## src/rtl/mac_real_if.sv

```systemverilog
// Stream bundle for mac_real: (a, b, in_last) input beats and a per-frame result.
// Payload widths are parameters and must match the mac_real instance they connect to.
interface mac_real_if #(
    parameter int unsigned a_width   = 18,
    parameter int unsigned b_width   = 18,
    parameter int unsigned out_width = 25
);
    logic                        in_valid;
    logic                        in_ready;
    logic signed [a_width-1:0]   a;
    logic signed [b_width-1:0]   b;
    logic                        in_last;
    logic                        out_valid;
    logic                        out_ready;
    logic signed [out_width-1:0] out;
    logic                        out_sat;

    modport master (
        output in_valid, a, b, in_last, out_ready,
        input  in_ready, out_valid, out, out_sat
    );

    modport slave (
        input  in_valid, a, b, in_last, out_ready,
        output in_ready, out_valid, out, out_sat
    );
endinterface

```

## src/rtl/mac_real.sv

```systemverilog
// Streaming fixed-point multiply-accumulate: sums a*b over a frame, then emits
// the sum re-aligned to the out exponent and saturated to out_width bits.
module mac_real #(
    parameter int unsigned a_width      = 18,
    parameter int          a_exponent   = -12,
    parameter int unsigned b_width      = 18,
    parameter int          b_exponent   = -12,
    parameter int unsigned out_width    = 25,
    parameter int          out_exponent = -16,
    parameter int unsigned acc_width    = 48
) (
    input  logic         clk,
    input  logic         rst,
    mac_real_if.slave    bus
);
    localparam int unsigned prod_width = a_width + b_width;
    localparam int          shift      = a_exponent + b_exponent - out_exponent;
    localparam int unsigned sh_l       = (shift > 0) ? unsigned'(shift)  : 32'd0;
    localparam int unsigned sh_r       = (shift < 0) ? unsigned'(-shift) : 32'd0;
    localparam int unsigned ext_width  = acc_width + sh_l;
    localparam int unsigned cw         = (ext_width > out_width) ? ext_width : out_width;

    localparam logic signed [cw-1:0] sat_hi =
        {{(cw - out_width + 1){1'b0}}, {(out_width - 1){1'b1}}};
    localparam logic signed [cw-1:0] sat_lo =
        {{(cw - out_width + 1){1'b1}}, {(out_width - 1){1'b0}}};

    typedef enum logic [1:0] {ACCUM, DRAIN, HOLD} state_t;

    state_t state;
    state_t state_nxt;
    logic   accept;
    logic   load_out;
    logic   release_out;

    logic                         v1, l1, v2, l2;
    logic signed [prod_width-1:0] p1;
    logic signed [acc_width-1:0]  acc;

    logic signed [cw-1:0]         conv;
    logic signed [out_width-1:0]  conv_out;
    logic                         conv_sat;

    // in_ready depends only on state and reset
    assign bus.in_ready = (state == ACCUM) && !rst;

    always_ff @(posedge clk) begin
        if (rst) state <= ACCUM;
        else     state <= state_nxt;
    end

    always_comb begin
        state_nxt   = state;
        accept      = bus.in_valid && bus.in_ready;
        load_out    = 1'b0;
        release_out = 1'b0;
        case (state)
            ACCUM: if (accept && bus.in_last) state_nxt = DRAIN;
            DRAIN: if (v2 && l2) begin
                load_out  = 1'b1;
                state_nxt = HOLD;
            end
            HOLD: if (bus.out_ready) begin
                release_out = 1'b1;
                state_nxt   = ACCUM;
            end
            default: state_nxt = ACCUM;
        endcase
    end

    // Re-align the accumulator to the out exponent, then clip to out_width
    always_comb begin
        conv     = cw'(acc);
        conv     = conv <<< sh_l;
        conv     = conv >>> sh_r;
        conv_sat = 1'b0;
        conv_out = out_width'(conv);
        if (conv > sat_hi) begin
            conv_out = out_width'(sat_hi);
            conv_sat = 1'b1;
        end else if (conv < sat_lo) begin
            conv_out = out_width'(sat_lo);
            conv_sat = 1'b1;
        end
    end

    always_ff @(posedge clk) begin
        if (rst) begin
            v1            <= 1'b0;
            l1            <= 1'b0;
            p1            <= '0;
            v2            <= 1'b0;
            l2            <= 1'b0;
            acc           <= '0;
            bus.out_valid <= 1'b0;
            bus.out       <= '0;
            bus.out_sat   <= 1'b0;
        end else begin
            v1 <= accept;
            l1 <= accept && bus.in_last;
            if (accept) p1 <= prod_width'(bus.a) * prod_width'(bus.b);
            v2 <= v1;
            l2 <= l1;
            // Clearing on result load keeps frames from bleeding into each other
            if (load_out)  acc <= '0;
            else if (v1)   acc <= acc + acc_width'(p1);
            if (load_out) begin
                bus.out       <= conv_out;
                bus.out_sat   <= conv_sat;
                bus.out_valid <= 1'b1;
            end else if (release_out) begin
                bus.out_valid <= 1'b0;
            end
        end
    end
endmodule

```

## src/flat_wrapper.sv

```systemverilog
// flat-port wrapper written by rule: the top's interface ports become plain ports
module mac_real_flat 
#(
    parameter int unsigned a_width      = 18,
    parameter int          a_exponent   = -12,
    parameter int unsigned b_width      = 18,
    parameter int          b_exponent   = -12,
    parameter int unsigned out_width    = 25,
    parameter int          out_exponent = -16,
    parameter int unsigned acc_width    = 48
)
  (clk, rst, bus_in_valid, bus_a, bus_b, bus_in_last, bus_out_ready, bus_in_ready, bus_out_valid, bus_out, bus_out_sat);
  mac_real_if #(.a_width(a_width), .b_width(b_width), .out_width(out_width)) bus_i ();
  input  logic clk;
  input  logic rst;
  input wire logic [$bits(bus_i.in_valid)-1:0] bus_in_valid;
  input wire logic [$bits(bus_i.a)-1:0] bus_a;
  input wire logic [$bits(bus_i.b)-1:0] bus_b;
  input wire logic [$bits(bus_i.in_last)-1:0] bus_in_last;
  input wire logic [$bits(bus_i.out_ready)-1:0] bus_out_ready;
  output wire logic [$bits(bus_i.in_ready)-1:0] bus_in_ready;
  output wire logic [$bits(bus_i.out_valid)-1:0] bus_out_valid;
  output wire logic [$bits(bus_i.out)-1:0] bus_out;
  output wire logic [$bits(bus_i.out_sat)-1:0] bus_out_sat;
  assign bus_i.in_valid = bus_in_valid;
  assign bus_i.a = bus_a;
  assign bus_i.b = bus_b;
  assign bus_i.in_last = bus_in_last;
  assign bus_i.out_ready = bus_out_ready;
  assign bus_in_ready = bus_i.in_ready;
  assign bus_out_valid = bus_i.out_valid;
  assign bus_out = bus_i.out;
  assign bus_out_sat = bus_i.out_sat;
  mac_real #(.a_width(a_width), .a_exponent(a_exponent), .b_width(b_width), .b_exponent(b_exponent), .out_width(out_width), .out_exponent(out_exponent), .acc_width(acc_width)) u_core (.clk(clk), .rst(rst), .bus(bus_i));
endmodule
```

## config.mk

```make
export PLATFORM = sky130hd
export DESIGN_NAME = mac_real_flat
export DESIGN_NICKNAME = d
export VERILOG_FILES = /design/src/rtl/mac_real_if.sv /design/src/rtl/mac_real.sv /design/src/flat_wrapper.sv
export SDC_FILE = /design/constraint.sdc
export NUM_CORES = 1
export LEC_CHECK = 0
export ABC_AREA = 0
export BUFFER_PORTS_ARGS = -buffer_cell sky130_fd_sc_hd__buf_2
export CORE_MARGIN = 3
export CORE_UTILIZATION = 50
export DETAILED_ROUTE_END_ITERATION = 12
export GPL_ROUTABILITY_DRIVEN = 0
export GPL_TIMING_DRIVEN = 1
export PLACE_DENSITY = 0.67
export SYNTH_ARGS = -nofsm -noshare
export SYNTH_HDL_FRONTEND = slang
export SYNTH_SLANG_ARGS = --single-unit
```

## constraint.sdc

```tcl
create_clock -name clk -period 12.86 [get_ports clk]
set_input_delay 1.286 -clock clk [delete_from_list [all_inputs] [get_ports clk]]
set_output_delay 1.286 -clock clk [all_outputs]
set_load 0.01 [all_outputs]
```

==> results list <==
- From synthesis to final layout, the design area changed by 6.97%.
* Final Skew: 6.46 ps
* Routed vias/inst: 5.30
- For met2 alone, demand over resource in global routing was 0.356.
- For this run, the slowest stage of the critical path takes 790 ps.
- Counting stages on the worst path, the most repeated cell is sky130_fd_sc_hd__fa_1.
- Number of maximum-capacitance constraint violations: 0
* Max Slew Vio Count: 0
* Wire length of the first global-routing pass: 74600 µm
- After routing the design area is 0.0202 mm².
- Layout cell share with drive strength beyond 1: 0.0588
- The H-tree was split into 4 levels.
* Post-CTS Hold Fix Bufs: 0
- For this run, global-route usage on met3 was measured as 0.0343.
- Headroom to the max-slew limit: 0.389
- Synthesis produced a netlist with a net count of 2690.
* CP Data Required Time: 13130 ps
- Origin of the critical flop-to-flop path: u_core.acc[0]$_SDFFE_PP0P_
- Number of synthesized register bits: 117
* Placeable core region: 0.0369 mm²
* Via count: 14300
- Counting the fill cells in the layout gives 3447.
- After synthesis, the netlist uses 75 different library cells.
- Final Hold Violating Endpoints: 0
- Number of standard-cell rows in the floorplan: 70
* Horizontal extent of the die: 200 µm
- DRC violation count after routing: 0
- Setup repair after global routing left no endpoint under its margin.
- The library cell used most frequently in the layout, excluding fill and tap cells, is sky130_fd_sc_hd__inv_1.
- Hold path startpoint: u_core.l1$_SDFF_PP0_
* Count of flip-flops with a built-in enable after synthesis: 0
- Summing all multi-input logic gate instances after layout gives 0.0146 mm².
- Area of placed instances: 0.0196 mm²
* Layout Nets: 2693
- The Yosys step of the flow raised 0 warnings.
* Highest attainable clock frequency: 134 MHz
- The worst setup path is captured at a flop.
- The flow ran to the end, and the final reports show no timing, DRC or antenna violations.
- Initial DRT Pass Iterations: 5
- Worst Path Arrival: 7760 ps
- Clock input transition at the sequential cells of the worst setup and hold paths: 60 ps
- Synthesis produced 2179 cells.
* Clock period minus worst slack: 7490 ps
* Crit-path slowest cell: sky130_fd_sc_hd__fa_1
- Clock latency on the worst-skew pair, taken at its later pin, is 420 ps.
- Global routing usage on met1: 0.329
- Primary flip-flop cell chosen by synthesis mapping: sky130_fd_sc_hd__dfxtp_1
- Worst Tran Pin Value: 917 ps
* Kind of path behind the tightest hold check: flop to flop
- Of all nets on the critical path, the largest fanout is 18.
- In this run, CTS created clock tree buffers numbering 17.
- Aggregate global routing overflow: 0
- Total setup buffers inserted after CTS: 0
- Registers take 0.00234 mm².
- Counting every sink on the clock net gives 117.
- Hold slack final: 441 ps
- Gr usage total: 0.224
- Quantity of I/O buffers inserted on ports: 68
- Synthesized cell area: 0.0189 mm²
- Entering global routing, the biggest net connects 70 pins.
- Die height: 200 µm
- CTS placed an instance of sky130_fd_sc_hd__clkbuf_16 at the clock tree root.
- After clock tree synthesis, the repair step resized 0 gates.
* DR iter-0 viols: 1030
- Count of pins on the block boundary: 69
- Number of buffers on the longest clock path: 2
- DR WL/cell: 16.1 µm
* Setup Crit Path Kind: input pin to flop
- Setup violations remaining at the end of the flow were counted as 0.
- The routed design has 43600 µm of wire.
* Vias in the first global route: 14800
- After synthesis, the share of flip-flops with an asynchronous set or reset is 0.
* Period utilization: 0.582
- The wire-length estimate of the detail-placed layout is 34800 µm.
- Final ANT Viol Nets: 0
* Ordered cell list for the critical path: buf_2 > nand2_1 > fa_1 > fa_1 > fa_1 > inv_1 > fa_1 > fa_1 > inv_1 > fa_1 > inv_1 > ha_1 > a21o_1 > a21o_1 > a21o_1 > a221o_1 > a31o_1 > a2111oi_2 > nor2_1 > o21a_1 > o311ai_1 > a21oi_1
- Die footprint: 0.0401 mm²
* Number of antenna diodes: 0
* TritonCTS clock tree: built
- The worst setup path is launched from an input pin.
* Post-synthesis area per instance: 8.66 µm²
- Aggregate negative setup slack: 0 ps
* Antenna violations before repair: 0
- Sequential fraction of the synthesis area: 0.124
* Layer with the highest usage after global routing: met2
* CP startpoint: bus_b[3]
- Leaving out fill and tap cells, the most frequent cells in the layout are sky130_fd_sc_hd__inv_1, sky130_fd_sc_hd__fa_1, sky130_fd_sc_hd__nand2_1.
- Effective utilization at floorplan: 0.512
[cell families (layout without fill, tap and decap cells)]
logic type,Yosys count,after routing,synth area share
adder cells (fa/ha/maj),470,470,0.443
XOR/XNOR,74,74,0.0343
flip-flops,117,117,0.124
multiplexers,34,34,0.0180
AND/OR/NAND/NOR,667,667,0.171
AO/OA/AOI/OAI,301,301,0.107
buffers and inverters,516,532,0.103
[area by class of cell]
cell class	instances	area share
flip-flops and latches	117	0.116
multi-input cells	1546	0.723
inverters	426	0.0792
well taps	504	0.0312
repair buffers	74	0.0191
clock buffers	18	0.0217
clock inverters	14	0.00985
[per-layer routing]
layer,part of all wire,up-vias
li1,-,6814
met1,0.48,7046
met2,0.45,398
met3,0.063,39
met4,0.014,0
met5,0,-
[worst max-delay path, delay by kind of cell]
family | cells | cell delay, ps
buffers and inverters | 4 | 470
adders and majority gates | 7 | 3700
AOI/OAI and AO/OA | 9 | 1980
and+or+nand+nor | 2 | 300
[sequential cells by signal, indices dropped and copies added (netlist names), 2 cells and up]
name / cells
u_core.acc: 48
u_core.p1: 36
u_core.state: 2
u_core.bus.out: 25
[final timing paths]
path,cells past startpoint,endpoint,slack [ps]
max,22,u_core.p1[30]$_SDFFE_PP0P_,5370
min,1,u_core.l2$_SDFF_PP0_,440
max reg2reg,13,u_core.acc[44]$_SDFFE_PP0P_,9500
min reg2reg,1,u_core.l2$_SDFF_PP0_,440
[cell usage after synthesis (all sizes together), types with 2 or more instances]
cell type	count	area, µm²
a211oi	40	300
ha	140	1750
nor4b	2	17.5
mux2i	34	340
or4b	2	20.0
a41oi	6	67.6
o21bai	6	48.8
o211ai	7	57.6
and2	163	1020
o31ai	5	42.5
a31oi	7	58.8
nand4	17	106
dfxtp	117	2340
buf	17	73.8
a21o	41	308
xnor2	51	447
or3	5	31.3
a31o	2	17.5
inv	426	1600
nor3b	4	30.0
a311oi	3	26.3
a221o	3	30.0
nand3	25	125
o21ai	41	209
o21a	11	90.1
nor4	4	31.3
a211o	3	26.3
nor2b	11	68.8
and3	12	75.1
a21boi	3	22.5
nand4b	3	26.3
nand3b	6	45.0
a21oi	104	521
fa	330	6610
nor2	121	457
xor2	23	201
o22ai	4	25.0
clkbuf	73	274
or2	3	18.8
o21ba	2	20.0
nand2b	11	68.8
nand2	260	978
nor3	14	70.1
[stage by stage]
| step | setup slack [ps] | cells | util |
|---|---|---|---|
| after floorplan | 5160 | 2179 | - |
| after global routing | 5080 | 2699 | 0.548 |
| after global placement | 5040 | 2667 | 0.530 |
| after CTS | 5390 | 2699 | 0.548 |
| after detailed placement | 4940 | 2667 | 0.530 |
| final | 5370 | 2699 | 0.548 |
Power is left out: the tool's default activity adds up to more than one toggle a clock period on the data nets, which glitch-free logic cannot reach.
